`config.mk`:
```
export PLATFORM = sky130hd
export DESIGN_NAME = gpu_instruction_fifo
export DESIGN_NICKNAME = d
export VERILOG_FILES = /design/src/rtl/gpu_instruction_fifo.sv
export SDC_FILE = /design/constraint.sdc
export NUM_CORES = 1
export LEC_CHECK = 0
export ABC_AREA = 1
export CAP_MARGIN = 20
export CORE_ASPECT_RATIO = 0.7
export CORE_MARGIN = 8
export CORE_UTILIZATION = 40
export DETAILED_ROUTE_END_ITERATION = 8
export PLACE_DENSITY = 0.56
export SLEW_MARGIN = 20
export SYNTH_ARGS = -nofsm -noshare
export SYNTH_HDL_FRONTEND = slang
export SYNTH_SLANG_ARGS = --single-unit
```
`constraint.sdc`:
```
create_clock -name clk -period 6.3 [get_ports clk]
set_clock_uncertainty 0.2 [all_clocks]
set_input_delay 1.26 -clock clk [delete_from_list [all_inputs] [get_ports clk]]
set_output_delay 1.26 -clock clk [all_outputs]
set_load 0.1 [all_outputs]
```
`src/rtl/gpu_instruction_fifo.sv`:
```
// gpu_instruction_fifo
// ---------------------------------------------------------------------------
// First-word-fall-through FIFO for packed GPU drawing instructions. Each entry
// holds {opcode, x1, y1, x2, y2, rad, oct, r, g, b}. Storage is a circular
// buffer indexed by write/read pointers, with a separate entry count.
//
// Ports
//   clk, rst            : rising-edge clock, asynchronous active-high reset
//   push_i + fields     : write the instruction fields this cycle
//   pop_i               : consumer has taken the head entry
//   flush_i             : synchronous clear of all entries and overflow flag
//   *_o fields          : head entry fields (all zero while valid_o=0)
//   valid_o             : head entry present (count != 0)
//   full_o              : FIFO holds DEPTH entries
//   count_o             : number of stored entries
//   overflow_o          : sticky, set when a push was dropped at full
//
// Handshake: a push is taken on a rising edge when push_i=1 and the FIFO is
// not full, or is full but pop_i=1 frees the head slot in the same edge. A pop
// is taken on a rising edge when pop_i=1 and valid_o=1; pop_i on an empty FIFO
// is ignored. flush_i overrides both.
// ---------------------------------------------------------------------------

`ifndef WIDTH_BITS
`define WIDTH_BITS 10
`endif
`ifndef HEIGHT_BITS
`define HEIGHT_BITS 9
`endif
`ifndef CHANNEL_BITS
`define CHANNEL_BITS 8
`endif

module gpu_instruction_fifo #(
  parameter int DEPTH = 8
) (
  input  logic                       clk,
  input  logic                       rst,
  input  logic                       push_i,
  input  logic [3:0]                 opcode_i,
  input  logic [`WIDTH_BITS-1:0]     x1_i,
  input  logic [`HEIGHT_BITS-1:0]    y1_i,
  input  logic [`WIDTH_BITS-1:0]     x2_i,
  input  logic [`HEIGHT_BITS-1:0]    y2_i,
  input  logic [`WIDTH_BITS-1:0]     rad_i,
  input  logic [2:0]                 oct_i,
  input  logic [`CHANNEL_BITS-1:0]   r_i,
  input  logic [`CHANNEL_BITS-1:0]   g_i,
  input  logic [`CHANNEL_BITS-1:0]   b_i,
  input  logic                       pop_i,
  input  logic                       flush_i,
  output logic [3:0]                 opcode_o,
  output logic [`WIDTH_BITS-1:0]     x1_o,
  output logic [`HEIGHT_BITS-1:0]    y1_o,
  output logic [`WIDTH_BITS-1:0]     x2_o,
  output logic [`HEIGHT_BITS-1:0]    y2_o,
  output logic [`WIDTH_BITS-1:0]     rad_o,
  output logic [2:0]                 oct_o,
  output logic [`CHANNEL_BITS-1:0]   r_o,
  output logic [`CHANNEL_BITS-1:0]   g_o,
  output logic [`CHANNEL_BITS-1:0]   b_o,
  output logic                       valid_o,
  output logic                       full_o,
  output logic [$clog2(DEPTH):0]     count_o,
  output logic                       overflow_o
);

  localparam int AW = $clog2(DEPTH);
  localparam int CW = AW + 1;
  localparam int EW = 4 + 3 * `WIDTH_BITS + 2 * `HEIGHT_BITS + 3 + 3 * `CHANNEL_BITS;

  logic [EW-1:0] mem_q [DEPTH];

  logic [AW-1:0] wr_ptr_q, wr_ptr_d;
  logic [AW-1:0] rd_ptr_q, rd_ptr_d;
  logic [CW-1:0] count_q, count_d;
  logic          overflow_q, overflow_d;

  logic          valid;
  logic          full;
  logic          push_acc;
  logic          pop_acc;
  logic          push_drop;
  logic [EW-1:0] wr_entry;
  logic [EW-1:0] head;

  assign valid = (count_q != '0);
  assign full  = (count_q == CW'(DEPTH));

  // At full a concurrent pop frees the head slot, so the push can reuse it.
  assign push_acc  = push_i & (~full | pop_i);
  assign pop_acc   = pop_i & valid;
  assign push_drop = push_i & full & ~pop_i;

  assign wr_entry = {opcode_i, x1_i, y1_i, x2_i, y2_i, rad_i, oct_i, r_i, g_i, b_i};

  always_comb begin
    wr_ptr_d   = wr_ptr_q;
    rd_ptr_d   = rd_ptr_q;
    count_d    = count_q;
    overflow_d = overflow_q;
    if (flush_i) begin
      wr_ptr_d   = '0;
      rd_ptr_d   = '0;
      count_d    = '0;
      overflow_d = 1'b0;
    end else begin
      // DEPTH is a power of two, so natural pointer overflow is the modulo wrap.
      if (push_acc) wr_ptr_d = wr_ptr_q + AW'(1);
      if (pop_acc)  rd_ptr_d = rd_ptr_q + AW'(1);
      if (push_acc && !pop_acc)      count_d = count_q + CW'(1);
      else if (pop_acc && !push_acc) count_d = count_q - CW'(1);
      if (push_drop) overflow_d = 1'b1;
    end
  end

  always_ff @(posedge clk or posedge rst) begin
    if (rst) begin
      wr_ptr_q   <= '0;
      rd_ptr_q   <= '0;
      count_q    <= '0;
      overflow_q <= 1'b0;
    end else begin
      wr_ptr_q   <= wr_ptr_d;
      rd_ptr_q   <= rd_ptr_d;
      count_q    <= count_d;
      overflow_q <= overflow_d;
    end
  end

  // Storage is not reset; its contents are masked whenever the FIFO is empty.
  always_ff @(posedge clk) begin
    if (!flush_i && push_acc) mem_q[wr_ptr_q] <= wr_entry;
  end

  assign head = valid ? mem_q[rd_ptr_q] : '0;

  assign {opcode_o, x1_o, y1_o, x2_o, y2_o, rad_o, oct_o, r_o, g_o, b_o} = head;

  assign valid_o    = valid;
  assign full_o     = full;
  assign count_o    = count_q;
  assign overflow_o = overflow_q;

endmodule
```
======== Yosys cells after proc, flatten, opt, wreduce, memory -nomap -nowiden ========
Memories as Yosys holds them, arrays and structs flattened.
Cells that the tools add are included.
Widths: inputs -> output; s select.
word-level totals
  flip-flop bits (word level) ............. 11
  bits in writable memories ............... 632
  bits of input ports ..................... 84
  output and inout bits ................... 86
  memories ................................ 1
cells by class
  add/subtract/negate cells ............... 4
  equal/unequal tests ..................... 1
  multiplexer cells ....................... 12
  bitwise gates (word level) .............. 7
  reductions and logical operators ........ 11
memory list
  memory  depth  width  read ports  clocked after memory_dff  write ports  RTL line  text
  mem_q   8      79     1           0                         1            72        logic [EW-1:0] mem_q [DEPTH];
operators by type and width
  cell                 number
  $mux 79              1
  $mux 3               4
  $mux 4               3
  $add 3x1->3 const B  2
  $reduce_bool 2->1    3
  $add 4x1->4 const B  1
  $and 1x1->1          4
  $eq 4x4->1 const B   1
  $mux 1               4
  $reduce_bool 4->1    1
  $sub 4x1->4 const B  1
  $logic_and 1x1->1    3
  $logic_not 1->1      3
  $reduce_bool 3->1    1
  $not 1->1            2
  $or 1x1->1           1

======== Depth between registers and ports, before layout ========
  depth in word-level cells ............... 9
  depth in mapped cells ................... 14
  gate-level depth less buffers ........... 14

======== Least setup slack after synthesis ========
OpenSTA, ideal clock, no wires.
  kind .................................... input to register
  start point ............................. input pop_i
  end point ............................... memory mem_q[0][0] in the netlist's numbering (enable)
  library setup time ...................... 0.517 ns
  data arrival time ....................... 5.008 ns
  required time ........................... 5.583 ns
  slack ................................... 0.575 ns
  stages .................................. 6
  cell sequence ........................... inv_1 > nand3_1 > nand3_1 > inv_2 > nand2_1 > nor2_1
between the ends
  word-level cells in the longest chain between the ends .. 5
ends and longest elaborated chain
  what                          RTL line  text
  start: declaration            50        input logic pop_i,
  $or 1x1->1                    91        assign push_acc = push_i & (~full | pop_i);
  $and 1x1->1                   91
  $logic_and 1x1->1             133       if (!flush_i && push_acc) mem_q[wr_ptr_q] <= wr_entry;
  $mux 1                        133
  $mux 1 (not written as such)  133
  end: declaration              72
No other way between the ends.

======== Worst setup path after layout ========
  start point ............................. register rd_ptr_q[0]
  end point ............................... output b_o[2]
between the ends
  word-level cells in the longest chain between the ends .. 2
ends and longest elaborated chain
  what                      RTL line  text
  start: declaration        75        logic [AW-1:0] rd_ptr_q, rd_ptr_d;
  start signal: assignment  125       rd_ptr_q <= rd_ptr_d;
  $mem_v2 8x79              -
  $mux 79                   136       assign head = valid ? mem_q[rd_ptr_q] : '0;
  end: declaration          61        output logic [`CHANNEL_BITS-1:0] b_o,
No other way between the ends.

==> qor.txt <==
WL/cell - 20.29 um
Slew headroom - 0.3244
Mapped Area - 25520 um^2
Congestion Overflow GR - 0
setup TNS - 0 ns
Via density - 5.151
initial antenna violation count - 5
startpoint class of the critical path - flop
Power Density - 493.6 nW/um^2
first-pass GRT wire length - 94.59 mm
# fillers - 5528
Placer Congestion - 0.7445
Final HPWL DP - 32.25 mm
sequential area share after synthesis - 0.7545
crit path buf inv count - 3
Comb pwr share - 0.431
Clk network pwr share - 0.236
First DRT Iteration DRCs - 1258
FMAX - 185.9 MHz
die area - 72270 um^2
Max IR drop VDD - 0.5088 mV
Slew Viols, Final - 0
Seq pwr share - 0.333
cell family with most CP delay - buffers and inverters
I/O pin cnt - 170
via count - 15790
worst slew pin tran - 1.010 ns
Mapped Nets - 2137
Total GRT Usage - 0.1679
Sw Share - 0.4468
clock buffer depth - 3
pin count of the biggest net entering global routing - 185
average size of a mapped cell - 12.46 um^2
Worst path max stage delay - 1.18 ns
CTS resizes - 0
Detail Route Antenna Nets - 0
CP Max Fanout - 114
worst hold slack - 0.3150 ns
cells along the critical path - inv_8 > buf_4 > nor2_1 > o21ai_0 > o21ai_0 > nor2_1 > clkdlybuf4s50_1
synthesis-to-finish area growth - 16.97%
post-synthesis cell type count - 24
clk slew on worst S/H paths - 0.06 ns
share of cells above drive strength 1 - 0.07386
status - finished, final reports clean
Crit Path Category - reg -> out
min Tclk post-route - 5.379 ns
crit end category - output port
Final setup viols - 0
vias in the first global route - 15210
TritonCTS Buffers - 61
Hold Crit Class - reg -> reg
core area - 63100 um^2
Net count, final - 2274
Worst Path Required - 4.84 ns
Die Ht - 227.3 um
DR pass1 iterations - 5
FP Rows - 77
clock tree root buffer cell - clkbuf_16
initial core utilization - 0.4044
CTS tree - yes
Internal Pwr Total - 0.008150 W
RSZ-0062 raised after global routing - false
Mapped Cells - 2048
# port buffers - 169
Worst EP arrival - 3.92 ns
cts hold-fix bufs - 0
MaxCap Viol Count - 0
Psw - 0.006582 W
Max H-tree Level - 2
clock tree sinks - 643
setup bufs post-CTS - 0
Die Wd - 317.9 um
leakage power - 9.843 nW
crit share post-route - 0.8538
Warnings, synthesis - 0
routed wire length - 62.18 mm
Remaining DRCs - 0
worst skew pair latency - 0.61 ns
final hold vios - 0
synthesized flop and latch total - 643
Crit-path slowest cell - clkdlybuf4s50_1
## final cells by class
type / count / area [um^2] / area share
antenna: 2 / 5.005 / 0.0001677
clock buffer: 82 / 1605 / 0.05378
clock inverter: 30 / 269.0 / 0.009012
inverter: 18 / 76.32 / 0.002557
multi-input combinational: 1257 / 5575 / 0.1868
sequential: 643 / 19260 / 0.6454
tap: 829 / 1037 / 0.03475
timing repair buffer: 204 / 2017 / 0.06757
## per-layer routing
layer / share of wire / up-vias / global-route usage / wire length [um]
li1: - / 7583 / - / -
met1: 0.47 / 7770 / 0.2360 / 28970
met2: 0.46 / 356 / 0.2719 / 28800
met3: 0.057 / 74 / 0.03285 / 3519
met4: 0.014 / 6 / 0.03649 / 852
met5: 0.00050 / - / 0 / 31
## placed cells by master (no fill, tap or decap), drive strengths merged, types with 2 or more instances in the layout
master         netlist  routed
o21ai              559     559
inv                 18      20
o21a                 2       2
a21oi                4       4
clkinvlp             0       3
clkbuf              68      82
nor2               647     647
ha                   4       4
dfrtp               11      11
clkinv               0      21
buf                 62      65
clkdlybuf4s50        0     139
nand3                9       9
diode                0       2
bufinv               0       4
edfxtp             632     632
nand2               28      28
## power groups by stage
stage          sequential, W  combinational, W  clock [W]
6_report             0.00490           0.00635    0.00348
3_5_place_dp         0.00499           0.00641          0
2_1_floorplan        0.00503           0.00482          0
5_1_grt              0.00492           0.00677    0.00372
4_1_cts              0.00490           0.00642    0.00357
3_3_place_gp         0.00499           0.00638          0
## cell families after synthesis
kind of cell / after synthesis / share of synthesized area
AND/OR/NAND/NOR: 686 / 0.1017
flip-flops: 643 / 0.7545
AO/OA/AOI/OAI: 565 / 0.1110
buffers and inverters: 148 / 0.02971
adder cells (fa/ha/maj): 5 / 0.002746
XOR/XNOR: 1 / 0.0003433
## cell usage after synthesis
library cell  number  area (um^2)
dfrtp_1           11        275.3
nand3_1            8        40.04
nand3_2            1        10.01
buf_2             19        95.09
nand2_1           28        105.1
o21ai_0          212         1061
ha_1               4        50.05
buf_6             14        157.7
o21ai_1          347         1737
buf_8              2        30.03
xnor2_1            1        8.760
buf_12             2        40.04
nor2_1           647         2429
a21oi_1            4        20.02
clkbuf_1          68        255.2
fa_1               1        20.02
o21a_1             2        15.01
nor4_1             1        6.260
edfxtp_1         632        18980
buf_4              5        37.54
inv_1             13        48.80
nand4_1            1        6.260
inv_2              5        18.77
buf_1             20        75.07
## path summary, 6_finish.rpt
path	startpoint	endpoint	slack, ns	depth (start not counted)
max	rd_ptr_q[0]$_DFFE_PP0P_	b_o[2]	0.92	7
max reg2reg	count_o[0]$_DFFE_PP0P_	count_o[3]$_DFFE_PP0P_	3.26	14
min reg2reg	overflow_o$_DFFE_PP0P_	overflow_o$_DFFE_PP0P_	0.31	1
min	overflow_o$_DFFE_PP0P_	overflow_o$_DFFE_PP0P_	0.31	1
min in group asynchronous	rst	rd_ptr_q[2]$_DFFE_PP0P_	0.75	2
max in group asynchronous	rst	rd_ptr_q[0]$_DFFE_PP0P_	4.81	2
## per-stage QoR
stage / std cells / util / instance area (um^2) / power [W] / setup WS [ns]
after detailed placement: 2951 / 0.4432 / 27970 / 0.01140 / 1.515
after global routing: 3063 / 0.4729 / 29840 / 0.01540 / 0.6613
after floorplan: 2048 / - / 25520 / 0.009843 / 0.5752
after global placement: 2951 / 0.4432 / 27970 / 0.01138 / 1.511
final: 3065 / 0.4730 / 29850 / 0.01473 / 0.9209
after CTS: 3063 / 0.4729 / 29840 / 0.01490 / 0.8387
## state kept, by name, indices dropped and copies added (netlist names)
register / flops
mem_q: 632
count_o: 4
rd_ptr_q: 3
overflow_o: 1
wr_ptr_q: 3
Note: power is estimated with default switching activity, not from simulation.
